<file path="config.mk">
export PLATFORM = sky130hd
export DESIGN_NAME = dmem_ctrl_param
export DESIGN_NICKNAME = d
export VERILOG_FILES = /design/src/rtl/dmem_ctrl_param.sv
export SDC_FILE = /design/constraint.sdc
export NUM_CORES = 2
export LEC_CHECK = 0
export ABC_AREA = 1
export CAP_MARGIN = 20
export CORE_UTILIZATION = 25
export DETAILED_ROUTE_END_ITERATION = 6
export RECOVER_POWER = 50
export SYNTH_ARGS = -nofsm -noshare
export SYNTH_HDL_FRONTEND = slang
export SYNTH_SLANG_ARGS = --single-unit
export TNS_END_PERCENT = 10
</file>
<file path="constraint.sdc">
create_clock -name clk -period 6.1 [get_ports clk]
set_input_delay 0.61 -clock clk [delete_from_list [all_inputs] [get_ports clk]]
set_output_delay 0.61 -clock clk [all_outputs]
set_load 0.02 [all_outputs]
</file>
<file path="src/rtl/dmem_ctrl_param.sv">
// Data-memory controller with configurable access latency, valid/ready handshake,
// RV32 byte/half/word sizing and misalignment detection.
module dmem_ctrl_param #(
  parameter int XLEN    = 32,
  parameter int DEPTH   = 64,
  parameter int LATENCY = 2
) (
  input  logic            clk,
  input  logic            reset,
  input  logic            req_valid,
  input  logic            req_we,
  input  logic [2:0]      req_funct3,
  input  logic [XLEN-1:0] req_addr,
  input  logic [XLEN-1:0] req_wdata,
  output logic            req_ready,
  output logic            rsp_valid,
  output logic [XLEN-1:0] rsp_rdata,
  output logic            misaligned,
  output logic            stall
);

  localparam int AW = $clog2(DEPTH);
  localparam int NB = XLEN / 8;

  typedef enum logic [1:0] {IDLE, WAIT, RESP} state_t;

  state_t          state;
  state_t          stateNext;
  logic [3:0]      cnt;
  logic [3:0]      cntNext;
  logic            weQ;
  logic [2:0]      f3Q;
  logic [AW+1:0]   addrQ;
  logic [XLEN-1:0] wdataQ;
  logic            misQ;
  logic [XLEN-1:0] rdataQ;
  logic            misIn;
  logic            accept;
  logic [1:0]      szIn;
  logic [AW-1:0]   idx;
  logic [XLEN-1:0] word;
  logic [XLEN-1:0] byteSel;
  logic [XLEN-1:0] halfSel;
  logic [XLEN-1:0] loadData;
  logic [XLEN-1:0] rspData;
  logic [NB-1:0]   wmask;
  logic [XLEN-1:0] wdat;
  logic            doWrite;
  logic            unusedAddr;

  logic [XLEN-1:0] mem [DEPTH];

  assign unusedAddr = ^req_addr[XLEN-1:AW+2];

  assign szIn   = req_funct3[1:0];
  assign misIn  = ((szIn == 2'b01) & req_addr[0]) |
                  (szIn[1] & (req_addr[1:0] != 2'b00));
  assign accept = (state == IDLE) & req_valid;

  always_comb begin
    stateNext = state;
    cntNext   = cnt;
    unique case (state)
      IDLE: begin
        if (req_valid) begin
          cntNext   = 4'(LATENCY - 1);
          stateNext = (LATENCY == 1 || misIn) ? RESP : WAIT;
        end
      end
      WAIT: begin
        cntNext = cnt - 4'd1;
        if (cnt <= 4'd1) stateNext = RESP;
      end
      RESP:    stateNext = IDLE;
      default: stateNext = IDLE;
    endcase
  end

  always_ff @(posedge clk) begin
    if (reset) begin
      state  <= IDLE;
      cnt    <= '0;
      rdataQ <= '0;
    end else begin
      state <= stateNext;
      cnt   <= cntNext;
      if (accept) begin
        weQ    <= req_we;
        f3Q    <= req_funct3;
        addrQ  <= req_addr[AW+1:0];
        wdataQ <= req_wdata;
        misQ   <= misIn;
      end
      if (state == RESP) rdataQ <= rspData;
    end
  end

  assign idx     = addrQ[AW+1:2];
  assign word    = mem[idx];
  assign byteSel = word >> {addrQ[1:0], 3'b000};
  assign halfSel = word >> {addrQ[1], 4'b0000};

  always_comb begin
    loadData = word;
    unique case (f3Q[1:0])
      2'b00: loadData = f3Q[2] ?
        {{(XLEN-8){1'b0}}, byteSel[7:0]} :
        {{(XLEN-8){byteSel[7]}}, byteSel[7:0]};
      2'b01: loadData = f3Q[2] ?
        {{(XLEN-16){1'b0}}, halfSel[15:0]} :
        {{(XLEN-16){halfSel[15]}}, halfSel[15:0]};
      default: loadData = word;
    endcase
  end

  assign rspData = misQ ? '0 : loadData;

  // Lane mask plus replicated data lets one loop serve every store size
  always_comb begin
    wmask = '0;
    wdat  = wdataQ;
    unique case (f3Q[1:0])
      2'b00: begin
        wmask[addrQ[1:0]] = 1'b1;
        wdat = {NB{wdataQ[7:0]}};
      end
      2'b01: begin
        wmask[{addrQ[1], 1'b0}] = 1'b1;
        wmask[{addrQ[1], 1'b1}] = 1'b1;
        wdat = {(NB/2){wdataQ[15:0]}};
      end
      default: begin
        wmask = '1;
        wdat  = wdataQ;
      end
    endcase
  end

  assign doWrite = (state == RESP) & weQ & ~misQ & ~reset;

  always_ff @(posedge clk) begin
    if (doWrite) begin
      for (int i = 0; i < NB; i++) begin
        if (wmask[i]) mem[idx][8*i +: 8] <= wdat[8*i +: 8];
      end
    end
  end

  assign req_ready  = (state == IDLE);
  assign rsp_valid  = (state == RESP) & ~reset;
  assign misaligned = rsp_valid & misQ;
  assign rsp_rdata  = (state == RESP) ? rspData : rdataQ;
  assign stall      = req_valid & ~rsp_valid;

endmodule

</file>
# --- Word level (Yosys, flattened, before mapping) ---
# Memories as Yosys holds them, arrays and structs flattened. A register that Yosys moved wholly into a read port is not among the register bits.
# Index checks and enable logic that the tools add are counted.
word_totals:
  out_inout_bits: 36
  reg_bits: 83
  mem_bits_rw: 2048
  in_bits: 71
  wordCells: 81
  mem_count: 1
op_classes:
  n_addsub: 1
  bitwise: 14
  eq_ne: 6
  mux: 32
  order_cmp: 7
  shift: 2
  reduce_logical: 10
mem_list:
  columns: ["memory", "words", "width", "rd", "rd_ports_with_merged_regs", "write_ports", "line_no", "text"]
  rows:
  - ["mem", 64, 32, 1, 1, 1, "51", "logic [XLEN-1:0] mem [DEPTH];"]
ops:
  columns: ["op", "n"]
  rows:
  - ["two-way mux 32 bit", 4]
  - ["case mux 32 bit (2 select lines)", 2]
  - [">> shifter 32 x 5 -> 16 bit", 1]
  - [">> shifter 32 x 5 -> 8 bit", 1]
  - ["case mux 4 bit (2 select lines)", 2]
  - ["two-way mux 1 bit", 15]
  - ["bitwise AND 1 bit", 9]
  - ["< comparator 2 x 3 -> 1 bit, second input constant", 3]
  - ["equality test 2 x 1 -> 1 bit, second input constant", 3]
  - [">= comparator 2 x 1 -> 1 bit, second input constant", 3]
  - ["two-way mux 2 bit", 3]
  - ["two-way mux 6 bit", 1]
  - ["AND reduction 2 bit", 3]
  - ["<= comparator 4 x 1 -> 1 bit, second input constant", 1]
  - ["zero test 2 bit", 2]
  - ["two-way mux 4 bit", 1]
  - ["inequality test 2 bit, second input constant", 2]
  - ["OR 3 x 4 -> 4 bit", 1]
  - ["case mux 2 bit (2 select lines)", 1]
  - ["nonzero test 2 bit", 2]
  - ["subtractor 4 x 1 -> 4 bit, second input constant", 1]
  - ["logical AND 1 bit", 3]
  - ["inverter 1 bit", 3]
  - ["demux 1 bit (select 1 bit)", 2]
  - ["other kinds (3)", 3]

# --- Depth between registers and ports, before layout ---
logic_depth:
  word_depth: 9
  ltp_mapped: 20
  ltp_nobuf: 17

# --- Least setup slack after synthesis ---
# Ideal clock, no wire load.
synth_path:
  kind: "reg2reg"
  startpoint: "register f3Q[1]"
  endpoint: "memory mem[0][10], data pin"
  n_path_buf: 2
  arrival_ps: 3432
  t_required_ps: 5398
  setup_ps: 702
  synth_period_minus_slack_ps: 4134
  stages_incl_launch_ff: 5
  setup_slack_ps: 1966
  path_cell_list: "edfxtp_1 clkbuf_1 nor2_2 clkbuf_1 o21ai_0"
synth_via:
  elab_chain_cells: 2
  word_cells_on_any_way: 3
  classes_between: "eq/ne (1); mux (1); reduce/logical (1)"
synth_lines:
  columns: ["item", "line_no", "text"]
  rows:
  - ["start, declared", "32", "logic [2:0] f3Q;"]
  - ["start signal, assigned", "89", "f3Q <= req_funct3;"]
  - ["equality test 2 x 1 -> 1 bit or zero test 2 bit (tied branches)", "122", "unique case (f3Q[1:0])"]
  - ["case mux 32 bit (2 select lines) *", "122", null]
  - ["net wdat[10]", "47", "logic [XLEN-1:0] wdat;"]
  - ["end, declared", "51", null]
# The timed path passes the listed nets; every way through them passes the cells marked *.

==> flow_metrics.env <==
export IMPL_status="finished with violations"
export IMPL_violations="design-rule violations, max-capacitance violations, max-slew violations"
export IMPL_chipHeight_um=589
export IMPL_hold_path_class="input pin to flip-flop"
export IMPL_slew_viol_final=1973
export IMPL_max_slew_margin_pct=-142
export IMPL_fin_crit_sh_pct=95.5
export IMPL_grt_use_total_pct=14.0
export IMPL_cts_hold_buf=0
export IMPL_max_freq_mhz=172
export IMPL_start_kind="flip-flop"
export IMPL_ys_types=39
export IMPL_critPathCaptureType="primary output"
export IMPL_hold_end="wdataQ[17]$_DFFE_PP_"
export IMPL_syn_instance_count=6962
export IMPL_cts_path_max_buffers=3
export IMPL_rsz0062_at_grt="false"
export IMPL_clk_pin_slew_ns=0.06
export IMPL_r2r_slack_ns=0.59
export IMPL_r2r_cells=5
export IMPL_hpwlAfterDp_mm=147
export IMPL_synth_top_area_cell="edfxtp_1"
export IMPL_seq_area_frac_synth_pct=74.0
export IMPL_setup_violations=0
export IMPL_final_antenna_net_count=0
export IMPL_globalplace_congestion=0.892
export IMPL_synthTopCellsByArea="edfxtp_1, nor2_1, o21ai_0"
export IMPL_hold_path_depth=1
export IMPL_drt_iter0_drc=7151
export IMPL_critical_path_class="flip-flop to primary output"
export IMPL_fin_tns_setup_ns=0
export IMPL_critPathMaxFanout=67
export IMPL_rr_endpoint="mem[19][28]$_DFFE_PP_"
export IMPL_antenna_found_initial=13
export IMPL_grt_max_degree=213
export IMPL_cts_buffers=201
export IMPL_yosysWarnings=0
export IMPL_drive_gt1_share_pct=6.10
export IMPL_hold_viol=0
export IMPL_drc=274
export IMPL_synth_area_um2=86100
export IMPL_vias_per_cell=4.87
export IMPL_start_util_pct=25.1
export IMPL_syn_avg_cell_area_um2=12.4
export IMPL_power_density_nw_per_um2=323
export IMPL_vias=56800
export IMPL_async_flop_share_pct=0
export IMPL_cp_arrival_ns=5.22
export IMPL_ys_top_cells_by_count="edfxtp_1, nor2_1, nand2_1, o21ai_0, nand3_1"
export IMPL_io_pins=107
export IMPL_yosysMostFrequentCell="edfxtp_1"
export IMPL_fillers=34600
export IMPL_firstDrtPassIters=7
export IMPL_final_nets=6976
export IMPL_ir_drop_mv=0.217
export IMPL_synth_top_area_share_pct=73.0
export IMPL_clock_latency_ns=0.83
export IMPL_synth_fp_nets=7035
export IMPL_clock_skew_ns=0.0335
export IMPL_clockRootBuffer="clkbuf_16"
export IMPL_tritoncts="built"
export IMPL_final_cells=11700
export IMPL_io_buffer_count=82
export IMPL_ys_ff_latch=2137
export IMPL_cp_required_ns=5.49
export IMPL_h_tree_depth=4
export IMPL_post_route_min_period_ns=5.83
export IMPL_wl_mm=253
export IMPL_r2r_start="f3Q[1]$_DFFE_PP_"
export IMPL_maxCapViolCount=32
export IMPL_grt_overflow_total=0
export IMPL_wl_per_cell_um=21.7
export IMPL_ys_flop_type="edfxtp_1"
export IMPL_grt_pass1_vias=53700
export IMPL_power_leakage_uw=0.0307
export IMPL_die_area_um2=347000
export IMPL_worst_pin_slew_ns=3.63
export IMPL_rows=215
export IMPL_area_growth_pct=13.8
export IMPL_grt_pass1_wl_mm=363
export IMPL_fp_coreArea_um2=343000
export IMPL_hold_start="req_wdata[17]"
export IMPL_dpl_cell_count=11300
export IMPL_die_x_um=589
export IMPL_synth_edff_count=2093
export IMPL_cts_sink_count=2137
cell usage in the layout (no fill, tap or decap), types with 40 or more instances in the layout:
cell type / Yosys / final
clkbuf_16: 0 / 205
clkinv_1: 4 / 44
inv_1: 41 / 40
o21ai_1: 97 / 95
clkbuf_1: 166 / 79
edfxtp_1: 2093 / 2093
o21ai_0: 858 / 851
nand2_1: 949 / 940
buf_4: 55 / 73
o22ai_1: 430 / 430
dlygate4sd3_1: 0 / 49
nand3_1: 622 / 622
nor2_1: 1205 / 1205
a21oi_1: 47 / 47
where the power goes:
group | switching, µW | total [µW] | internal (µW)
sequential | 55.3 | 16300 | 16200
combinational | 2260 | 3040 | 780
clock | 5420 | 12300 | 6910
total | 7730 | 31700 | 23900
sequential cells by signal (all words and copies together) (netlist names), named ones only:
register	flops
addrQ	8
cnt	4
misQ	1
weQ	1
mem	2048
f3Q	3
state	2
wdataQ	32
rdataQ	32
layer usage:
| metal | track usage [%] | wire [µm] | vias to the layer above |
|---|---|---|---|
| met5 | 0.287 | 10 | - |
| met4 | 6.58 | 12500 | 2 |
| met3 | 3.51 | 25700 | 524 |
| met2 | 21.7 | 114000 | 2823 |
| met1 | 18.3 | 100000 | 28100 |
| li1 | - | - | 25300 |
critical path, stage by stage, from the launching register on:
cell	delay, ns
dfxtp_4	0.80
clkinv_16	0.41
buf_12	0.34
nand2_1	0.09
nand3_1	0.06
nand3_1	0.14
nand3_1	0.10
nand3_1	0.22
nand3_1	0.33
nand3_1	0.32
nand2_1	0.10
inv_2	0.06
nand2_2	0.06
nand3_4	0.11
nand3_2	0.33
nand2_1	0.20
nand2_1	0.09
clkdlybuf4s50_1	0.54
through the flow:
stage	hold WS [ns]	utilization (%)	setup slack, ns	cell area (µm²)	total power, µW
finish	0.402	28.6	0.274	97900	31700
global route	0.371	28.6	0.0279	97900	32600
CTS	0.282	28.6	0.265	97900	31700
detailed placement	0.466	26.7	1.15	91600	19600
global placement	0.459	26.7	1.16	91600	19500
floorplan	0.453	-	1.97	86100	18500
worst max-delay path by stage:
| stage | startpoint | endpoint | slack (ns) |
|---|---|---|---|
| floorplan | f3Q[1]$_DFFE_PP_ | mem[0][10]$_DFFE_PP_ | 1.97 |
| global placement | flip-flop | rsp_rdata[28] | 1.16 |
| detailed placement | flip-flop | rsp_rdata[28] | 1.15 |
| CTS | flip-flop | rsp_rdata[28] | 0.27 |
| global route | flip-flop | rsp_rdata[31] | 0.03 |
| finish | flip-flop | rsp_rdata[29] | 0.27 |
area by class of cell:
type	instances	area, µm²	area share, %
clock inverters	104	925	0.944
well taps	4557	5700	5.82
diodes	25	62.6	0.0639
flip-flops and latches	2137	63700	65.1
multi-input cells	4289	19600	20.0
inverters	50	240	0.245
clock buffers	265	5460	5.57
repair inverters	1	11.3	0.0115
repair buffers	223	2140	2.18
cell families after synthesis:
| kind of cell | synth area share (%) |
|---|---|
| simple gates | 13.3 |
| flops | 74.0 |
| compound gates | 9.36 |
| buf+inv | 3.30 |
| fa+ha+maj | 0.0291 |
what timing repair did:
| action | in CTS | in global routing |
|---|---|---|
| endpoints found under the setup margin | 0 | 16 |
| gates resized for setup | 0 | 1 |
| buffers inserted | 0 | 1 |
Note: power is estimated with default switching activity, not from simulation.
